===== src/rtl/imem_loader.sv =====
// imem_loader
//   Boot-time loader for the instruction memory. A byte stream (valid/ready)
//   carries a 16-bit little-endian word count, that many little-endian 32-bit
//   instructions and a final XOR checksum of all instruction bytes. Each
//   assembled instruction is written to consecutive word addresses starting
//   at 0. The core is held in reset until a load finishes with a good checksum.
//
// Ports
//   clk_i         single clock, all state on the rising edge
//   rst_ni        asynchronous active-low reset
//   start_i       begin a load (sampled only in IDLE, DONE, ERROR)
//   rx_valid_i    byte present on rx_data_i
//   rx_data_i     stream byte
//   rx_ready_o    loader can accept a byte
//   imem_we_o     one-cycle write strobe to instruction memory
//   imem_addr_o   word address of the write
//   imem_wdata_o  instruction word
//   cpu_rst_no    core reset, active-low (0 holds the core in reset)
//   busy_o        load in progress
//   done_o        last load succeeded
//   err_o         01 = bad length, 10 = checksum mismatch, 00 = none
//
// ADDR_W is limited to 15 so that the largest legal length fits the 16-bit
// length field.

module imem_loader #(
  parameter int ADDR_W = 11
) (
  input  logic              clk_i,
  input  logic              rst_ni,
  input  logic              start_i,
  input  logic              rx_valid_i,
  input  logic [7:0]        rx_data_i,
  output logic              rx_ready_o,
  output logic              imem_we_o,
  output logic [ADDR_W-1:0] imem_addr_o,
  output logic [31:0]       imem_wdata_o,
  output logic              cpu_rst_no,
  output logic              busy_o,
  output logic              done_o,
  output logic [1:0]        err_o
);

  typedef enum logic [2:0] {
    ST_IDLE,
    ST_LEN_LO,
    ST_LEN_HI,
    ST_DATA,
    ST_CHECK,
    ST_DONE,
    ST_ERROR
  } LoaderState;

  // Largest legal word count, one bit wider than the length field so the
  // comparison is exact for every ADDR_W up to 15.
  localparam logic [16:0] MAX_LEN = 17'd1 << ADDR_W;

  LoaderState        r_state;
  LoaderState        w_nextState;

  logic [15:0]       r_len;
  logic [ADDR_W:0]   r_wordCnt;
  logic [1:0]        r_byteCnt;
  logic [7:0]        r_csum;
  logic [23:0]       r_asm;
  logic [1:0]        r_errCode;
  logic              r_we;
  logic [ADDR_W-1:0] r_addr;
  logic [31:0]       r_wdata;

  logic              w_fire;
  logic              w_startOk;
  logic              w_lenBad;
  logic              w_lastWord;
  logic [15:0]       w_lenNew;
  logic [15:0]       w_wordCntExt;

  assign w_fire    = rx_valid_i & rx_ready_o;
  assign w_startOk = start_i & ((r_state == ST_IDLE) ||
                                (r_state == ST_DONE) ||
                                (r_state == ST_ERROR));

  // Full length as it will be once the high byte currently on the bus lands.
  assign w_lenNew = {rx_data_i, r_len[7:0]};
  assign w_lenBad = (w_lenNew == 16'd0) || ({1'b0, w_lenNew} > MAX_LEN);

  // The word counter is one bit wider than the address so a full-memory load
  // does not wrap before the last-word comparison.
  assign w_wordCntExt = 16'(r_wordCnt);
  assign w_lastWord   = (w_wordCntExt == (r_len - 16'd1));

  assign imem_we_o    = r_we;
  assign imem_addr_o  = r_addr;
  assign imem_wdata_o = r_wdata;

  // State register.
  always_ff @(posedge clk_i or negedge rst_ni) begin
    if (!rst_ni) begin
      r_state <= ST_IDLE;
    end else begin
      r_state <= w_nextState;
    end
  end

  // Next-state logic. Leaving DATA happens on the edge that takes the last
  // byte of the last word, so CHECK is entered together with the final write.
  always_comb begin
    w_nextState = r_state;
    unique case (r_state)
      ST_IDLE: begin
        if (w_startOk) w_nextState = ST_LEN_LO;
      end
      ST_LEN_LO: begin
        if (w_fire) w_nextState = ST_LEN_HI;
      end
      ST_LEN_HI: begin
        if (w_fire) w_nextState = w_lenBad ? ST_ERROR : ST_DATA;
      end
      ST_DATA: begin
        if (w_fire && (r_byteCnt == 2'd3) && w_lastWord) w_nextState = ST_CHECK;
      end
      ST_CHECK: begin
        if (w_fire) w_nextState = (rx_data_i == r_csum) ? ST_DONE : ST_ERROR;
      end
      ST_DONE, ST_ERROR: begin
        if (w_startOk) w_nextState = ST_LEN_LO;
      end
      default: w_nextState = ST_IDLE;
    endcase
  end

  // Status outputs are decoded from the state alone, so a restart from DONE
  // or ERROR drops done/err/cpu reset on the very cycle LEN_LO is entered.
  always_comb begin
    rx_ready_o = 1'b0;
    busy_o     = 1'b0;
    done_o     = 1'b0;
    cpu_rst_no = 1'b0;
    err_o      = 2'b00;
    unique case (r_state)
      ST_LEN_LO, ST_LEN_HI, ST_DATA, ST_CHECK: begin
        rx_ready_o = 1'b1;
        busy_o     = 1'b1;
      end
      ST_DONE: begin
        done_o     = 1'b1;
        cpu_rst_no = 1'b1;
      end
      ST_ERROR: begin
        err_o = r_errCode;
      end
      default: begin
        rx_ready_o = 1'b0;
      end
    endcase
  end

  // Datapath: length capture, byte assembly, checksum and the registered
  // write port. The write strobe is a pulse; address and data hold between
  // writes. The 4th byte goes straight into the write data, so the assembly
  // register only needs the first three bytes.
  always_ff @(posedge clk_i or negedge rst_ni) begin
    if (!rst_ni) begin
      r_len     <= '0;
      r_wordCnt <= '0;
      r_byteCnt <= '0;
      r_csum    <= '0;
      r_asm     <= '0;
      r_errCode <= '0;
      r_we      <= 1'b0;
      r_addr    <= '0;
      r_wdata   <= '0;
    end else begin
      r_we <= 1'b0;
      if (w_startOk) begin
        r_len     <= '0;
        r_wordCnt <= '0;
        r_byteCnt <= '0;
        r_csum    <= '0;
        r_asm     <= '0;
        r_errCode <= '0;
      end else begin
        unique case (r_state)
          ST_LEN_LO: begin
            if (w_fire) r_len[7:0] <= rx_data_i;
          end
          ST_LEN_HI: begin
            if (w_fire) begin
              r_len[15:8] <= rx_data_i;
              if (w_lenBad) r_errCode <= 2'b01;
            end
          end
          ST_DATA: begin
            if (w_fire) begin
              r_csum    <= r_csum ^ rx_data_i;
              r_byteCnt <= r_byteCnt + 2'd1;
              unique case (r_byteCnt)
                2'd0: r_asm[7:0]   <= rx_data_i;
                2'd1: r_asm[15:8]  <= rx_data_i;
                2'd2: r_asm[23:16] <= rx_data_i;
                default: begin
                  r_we      <= 1'b1;
                  r_addr    <= r_wordCnt[ADDR_W-1:0];
                  r_wdata   <= {rx_data_i, r_asm};
                  r_wordCnt <= r_wordCnt + (ADDR_W+1)'(1);
                end
              endcase
            end
          end
          ST_CHECK: begin
            if (w_fire && (rx_data_i != r_csum)) r_errCode <= 2'b10;
          end
          default: begin
            r_we <= 1'b0;
          end
        endcase
      end
    end
  end

endmodule

===== config.mk =====
export PLATFORM = sky130hd
export DESIGN_NAME = imem_loader
export DESIGN_NICKNAME = d
export VERILOG_FILES = /design/src/rtl/imem_loader.sv
export SDC_FILE = /design/constraint.sdc
export NUM_CORES = 1
export LEC_CHECK = 0
export CAP_MARGIN = 30
export CORE_MARGIN = 5
export CORE_UTILIZATION = 50
export CTS_CLUSTER_SIZE = 14
export DETAILED_ROUTE_END_ITERATION = 10
export PLACE_DENSITY = 0.8
export SLEW_MARGIN = 20
export SYNTH_ARGS = -nofsm -noshare
export SYNTH_HDL_FRONTEND = slang
export SYNTH_SLANG_ARGS = --single-unit
export TNS_END_PERCENT = 10

===== constraint.sdc =====
create_clock -name clk_i -period 6.95 [get_ports clk_i]
set_input_delay 2.085 -clock clk_i [delete_from_list [all_inputs] [get_ports clk_i]]
set_output_delay 2.085 -clock clk_i [all_outputs]
set_load 0.02 [all_outputs]

== Yosys cells after proc, flatten, opt, wreduce, memory -nomap -nowiden ==
Cells that the tools add are included.

* Equal/unequal tests: 21
* Bitwise operators: 5
* Reductions and logical operators: 30
* Magnitude comparators: 1
* Multiplexer cells: 40
* Add/sub/neg operators: 3

{| class="wikitable"
|+ Operators with widths
! cell !! number
|-
| $mux W24 || 3
|-
| $mux W8 || 9
|-
| $mux W12 || 4
|-
| $mux W2 || 9
|-
| $mux W3 || 6
|-
| $eq A12 B16 Y1 || 1
|-
| $gt A16 B12 Y1 const B || 1
|-
| $logic_not A16 Y1 || 1
|-
| $mux W16 || 1
|-
| $sub A16 B1 Y16 const B || 1
|-
| $pmux W3 S5 || 1
|-
| $reduce_bool A2 Y1 || 7
|-
| $add A12 B1 Y12 const B || 1
|-
| $reduce_and A3 Y1 || 4
|-
| $eq A3 B3 Y1 const B || 3
|-
| $ne A3 B3 Y1 const B || 3
|-
| $eq A8 B8 Y1 || 1
|-
| $ne A2 B2 Y1 const B || 4
|-
| $ne A8 B8 Y1 || 1
|-
| $reduce_and A4 Y1 || 2
|-
| $xor A8 B8 Y8 || 1
|-
| $eq A3 B2 Y1 const B || 2
|-
| $mux W1 || 6
|-
| $reduce_and A2 Y1 || 3
|-
| 16 further kinds || 25
|}

* Word-level logic and storage cells: 113
* Flip-flop bits (word level): 111

== Depth between registers and ports, before layout ==
* Depth in word-level cells: 8
* Mapped depth: 9
* Depth with buffers taken out: 8

== Least setup slack after synthesis ==
Ideal clock, no wire load.

* Kind: input to register
* Start point: input port rx_data_i[0]
* End point: register r_state[2]
* Library setup time: 0.120 ns
* Stages on the path: 7
* Arrival time: 4.014 ns
* Setup slack: 2.816 ns
* Data required time: 6.830 ns
* Cell sequence: buf_2 > or4b_1 > nor4_4 > mux2_4 > a311o_2 > a22o_1 > a31o_1

* Word-level cells in the longest chain between the ends: 5
* Elaborated cells between the ends (all ways): 6
* Classes of those cells: order compare: 1; mux: 3; reduce/logical: 2

{| class="wikitable"
|+ RTL lines
! element !! line !! RTL
|-
| start, declared || 33 || <nowiki>input logic [7:0] rx_data_i,</nowiki>
|-
| $gt A16 B12 Y1 or $logic_not A16 Y1 (tied branches) || 85 || <nowiki>assign w_lenBad = (w_lenNew == 16'd0) || ({1'b0, w_lenNew} > MAX_LEN);</nowiki>
|-
| $logic_or A1 B1 Y1 (*) || 85 ||
|-
| $mux W3 (*) (2 in series) || 117 || <nowiki>if (w_fire) w_nextState = w_lenBad ? ST_ERROR : ST_DATA;</nowiki>
|-
| $pmux W3 S5 (*) || 109 || <nowiki>unique case (r_state)</nowiki>
|-
| end signal, assigned || 101 || <nowiki>r_state <= w_nextState;</nowiki>
|-
| end, declared || 58 || <nowiki>LoaderState r_state;</nowiki>
|}

Mark *: on every way between the ends. The rest lies on a longest branch, timed or not. The select of a mux whose other input is x is not followed.
A chain may end at the register's enable or synchronous reset.

== Worst setup path after layout ==
Same ends and word-level chain as after synthesis.

==> results_dict.tcl <==
set metrics [dict create \
    layout_commonest_cell "nand2_1" \
    outcome "finished clean" \
    startpoint "rx_data_i[0]" \
    r2r_end "r_wordCnt[2]$_DFFE_PN0P_" \
    globalRouteTotalUtil 0.2040 \
    drt_iter0_drc 287 \
    synth-seq-cells 111 \
    ys_warn_count 0 \
    gp_congestion 0.8453 \
    slowest_delay_ps 650 \
    synth_area_um2 5482 \
    ir_drop_mv 0.1839 \
    hp-class "flip-flop to flip-flop" \
    core_area_um2 10790 \
    drive_above_1_share 0.05572 \
    cp_slowest_cell "or4b_1" \
    drtPass1Iterations 5 \
    antenna_found_initial 0 \
    hold_viol_final 0 \
    path_cells "clkdlybuf4s50_1 -> or4b_1 -> nor4_4 -> mux2_4 -> a311o_2 -> a22o_1 -> a31o_1" \
    worstMarginPinSlew_ps 896.4 \
    grt_max_degree 71 \
    cts_sinks 111 \
    hpwl_mm 9.189 \
    rrSetupSlack_ps 4040 \
    grt-ovfl-total 0 \
    grt_pass1_vias 4292 \
    num_rows 38 \
    arrival_ps 4650 \
    wl_mm 13.13 \
    vias 4544 \
    clkTransAtPathRegs_ps 110 \
    drc 0 \
    setup.worst_path.class "input port to flip-flop" \
    die_x_um 114.7 \
    power_leakage_nw 2.917 \
    rsz0062_at_grt "false" \
    finalSetupViolCount 0 \
    fp.dieH_um 114.7 \
    die_area_um2 13160 \
    p_per_area_nw_per_um2 350.1 \
    slew_headroom 0.4024 \
    holdBufCountCts 0 \
    period_minus_slack_ps 4381 \
    start_util 0.5079 \
    highest_layer "met4" \
    syn_inst 624 \
    routed_via_density 5.652 \
    path_buf_inv 1 \
    fmax_mhz 228.3 \
    met3_wirelength_um 731 \
    postRouteAntennaNets 0 \
    drv_cap 0 \
    period_share 0.6303 \
    final_cell_mix "nand2_1 (200), dfrtp_1 (111), clkdlybuf4s50_1 (60), a21oi_1 (38), nor2_1 (36)" \
    synth_cell_types 59 \
    synthArstFlopShare 1.000 \
    dr_wl_met2_mm 6.467 \
    io_buffer_count 61 \
    seq_area_frac_synth 0.5067 \
    diodes 0 \
    place_area_um2 6112 \
    crit_fanout 10 \
    cts-root-buf "clkbuf_8" \
    synth_ff_type "dfrtp_1" \
    syn_nets 644 \
    worstSetupEndpointType "flip-flop" \
    cts_tree "built" \
    cts_resized 0 \
    startpoint_type "input port" \
    critPathTopFamily "simple AND/OR/NAND/NOR gates" \
    io_pins 62 \
    report.final.slew_viol_count 0 \
    cp-endpoint "r_state[2]$_DFFE_PN0P_" \
    met1_length_mm 5.686 \
    fin_skew_ps 11.74 \
    ctsHtreeMaxLevel 3 \
    wire_per_inst_um 16.33 \
    worst_ep_required_time_ps 7220 \
    postCtsSetupBuffers 0 \
    cts_inserted_buffers 9 \
    synth_edf_count 0 \
    final.setup.tns_ps 0 \
    syn_area_per_cell_um2 8.784 \
    grt_pass1_wl_mm 21.62 \
    finalInstanceArea_um2 6332 \
    cp_num_cells 7 \
    clk_latency_ps 360 \
    ff2ff_path_depth 7 \
    r2r-start "r_state[2]$_DFFE_PN0P_" \
    area_growth_syn_to_layout_pct 15.52 \
    clock_path_buffers 2 \
    fin_nets 679 \
]
## Yosys cell counts (3+ instances only)
cell type	number	share of area
nand2_1	200	0.14
dfrtp_1	111	0.51
a21oi_1	38	0.035
nor2_1	36	0.025
nand3_1	32	0.029
o21ai_0	30	0.027
clkbuf_1	25	0.017
xor2_1	19	0.030
xnor2_1	13	0.021
mux2i_1	10	0.018
ha_1	8	0.018
nand2b_1	8	0.0091
and3_1	7	0.0080
buf_1	6	0.0041
buf_2	6	0.0055
inv_1	5	0.0034
nor2b_1	5	0.0057
and2_1	4	0.0046
nor3_1	4	0.0037
nor4_1	4	0.0046
nand3b_1	3	0.0041
nand4_1	3	0.0034
or3_1	3	0.0034
## per-layer routing
layer / up-vias / track usage
li1: 2138 / -
met1: 2235 / 0.2858
met2: 152 / 0.3283
met3: 19 / 0.03013
met4: 0 / 0.06808
met5: - / 0
## tightest hold or removal path: stages, from the launching register on
cell and delay (ps):
dfrtp_1 370, nand2_1 50, nand2_1 50
## flip-flops by register name, indices dropped and copies added, names as in the netlist
| register | cells |
|---|---|
| imem_addr_o | 11 |
| r_csum | 8 |
| r_errCode | 2 |
| r_byteCnt | 2 |
| imem_wdata_o | 32 |
| r_state | 3 |
| imem_we_o | 1 |
| r_len | 16 |
| r_wordCnt | 12 |
| r_asm | 24 |
## logic make-up after synthesis
kind of cell               synth area share
and+or+nand+nor                      0.2687
DFF                                  0.5067
AOI/OAI and AO/OA                   0.09678
buffers and inverters               0.03743
xor gates and xnor gates            0.05113
muxes                               0.02100
adders and majority gates           0.01826
## where the power goes
| group | leakage [nW] | internal, W | switching (W) | total (W) |
|---|---|---|---|---|
| clock network | 0.0957 | 0.000150 | 0.000235 | 0.000385 |
| registers | 1.52 | 0.000795 | 0.000166 | 0.000961 |
| logic | 1.30 | 0.000377 | 0.000495 | 0.000871 |
| total | 2.92 | 0.00132 | 0.000896 | 0.00222 |
## metrics by stage
step | instances | power [W] | setup WS, ps | util | hold WS (ps)
6_report | 804 | 0.002217 | 2569 | 0.5867 | 485.8
5_1_grt | 804 | 0.002359 | 2501 | 0.5867 | 509.9
4_1_cts | 803 | 0.002219 | 2580 | 0.5849 | 491.1
3_5_place_dp | 787 | 0.001838 | 2190 | 0.5663 | 461.3
3_3_place_gp | 787 | 0.001796 | 2250 | 0.5663 | 454.9
2_1_floorplan | 624 | 0.001569 | 2816 | - | 438.6
## layout make-up
cell class	instances	area [µm²]
clock inverter	6	62.56
multi-input combinational	465	2499
clock buffer	10	137.6
sequential	111	2778
inverter	6	22.52
tap	140	175.2
fill	960	4461
timing repair buffer	66	658.1
## worst min-delay path by stage
stage	startpoint	slack [ps]	depth (start not counted)	endpoint
after floorplan	r_asm[0]$_DFFE_PN0P_	440	2	imem_wdata_o[0]$_DFFE_PN0P_
after global placement	r_asm[23]$_DFFE_PN0P_	450	2	imem_wdata_o[23]$_DFFE_PN0P_
after detailed placement	imem_wdata_o[4]$_DFFE_PN0P_	460	2	imem_wdata_o[4]$_DFFE_PN0P_
after CTS	r_asm[12]$_DFFE_PN0P_	490	2	imem_wdata_o[12]$_DFFE_PN0P_
after global routing	imem_wdata_o[4]$_DFFE_PN0P_	510	2	imem_wdata_o[4]$_DFFE_PN0P_
final	r_asm[12]$_DFFE_PN0P_	490	2	imem_wdata_o[12]$_DFFE_PN0P_
(Power assumes the default switching activity.)
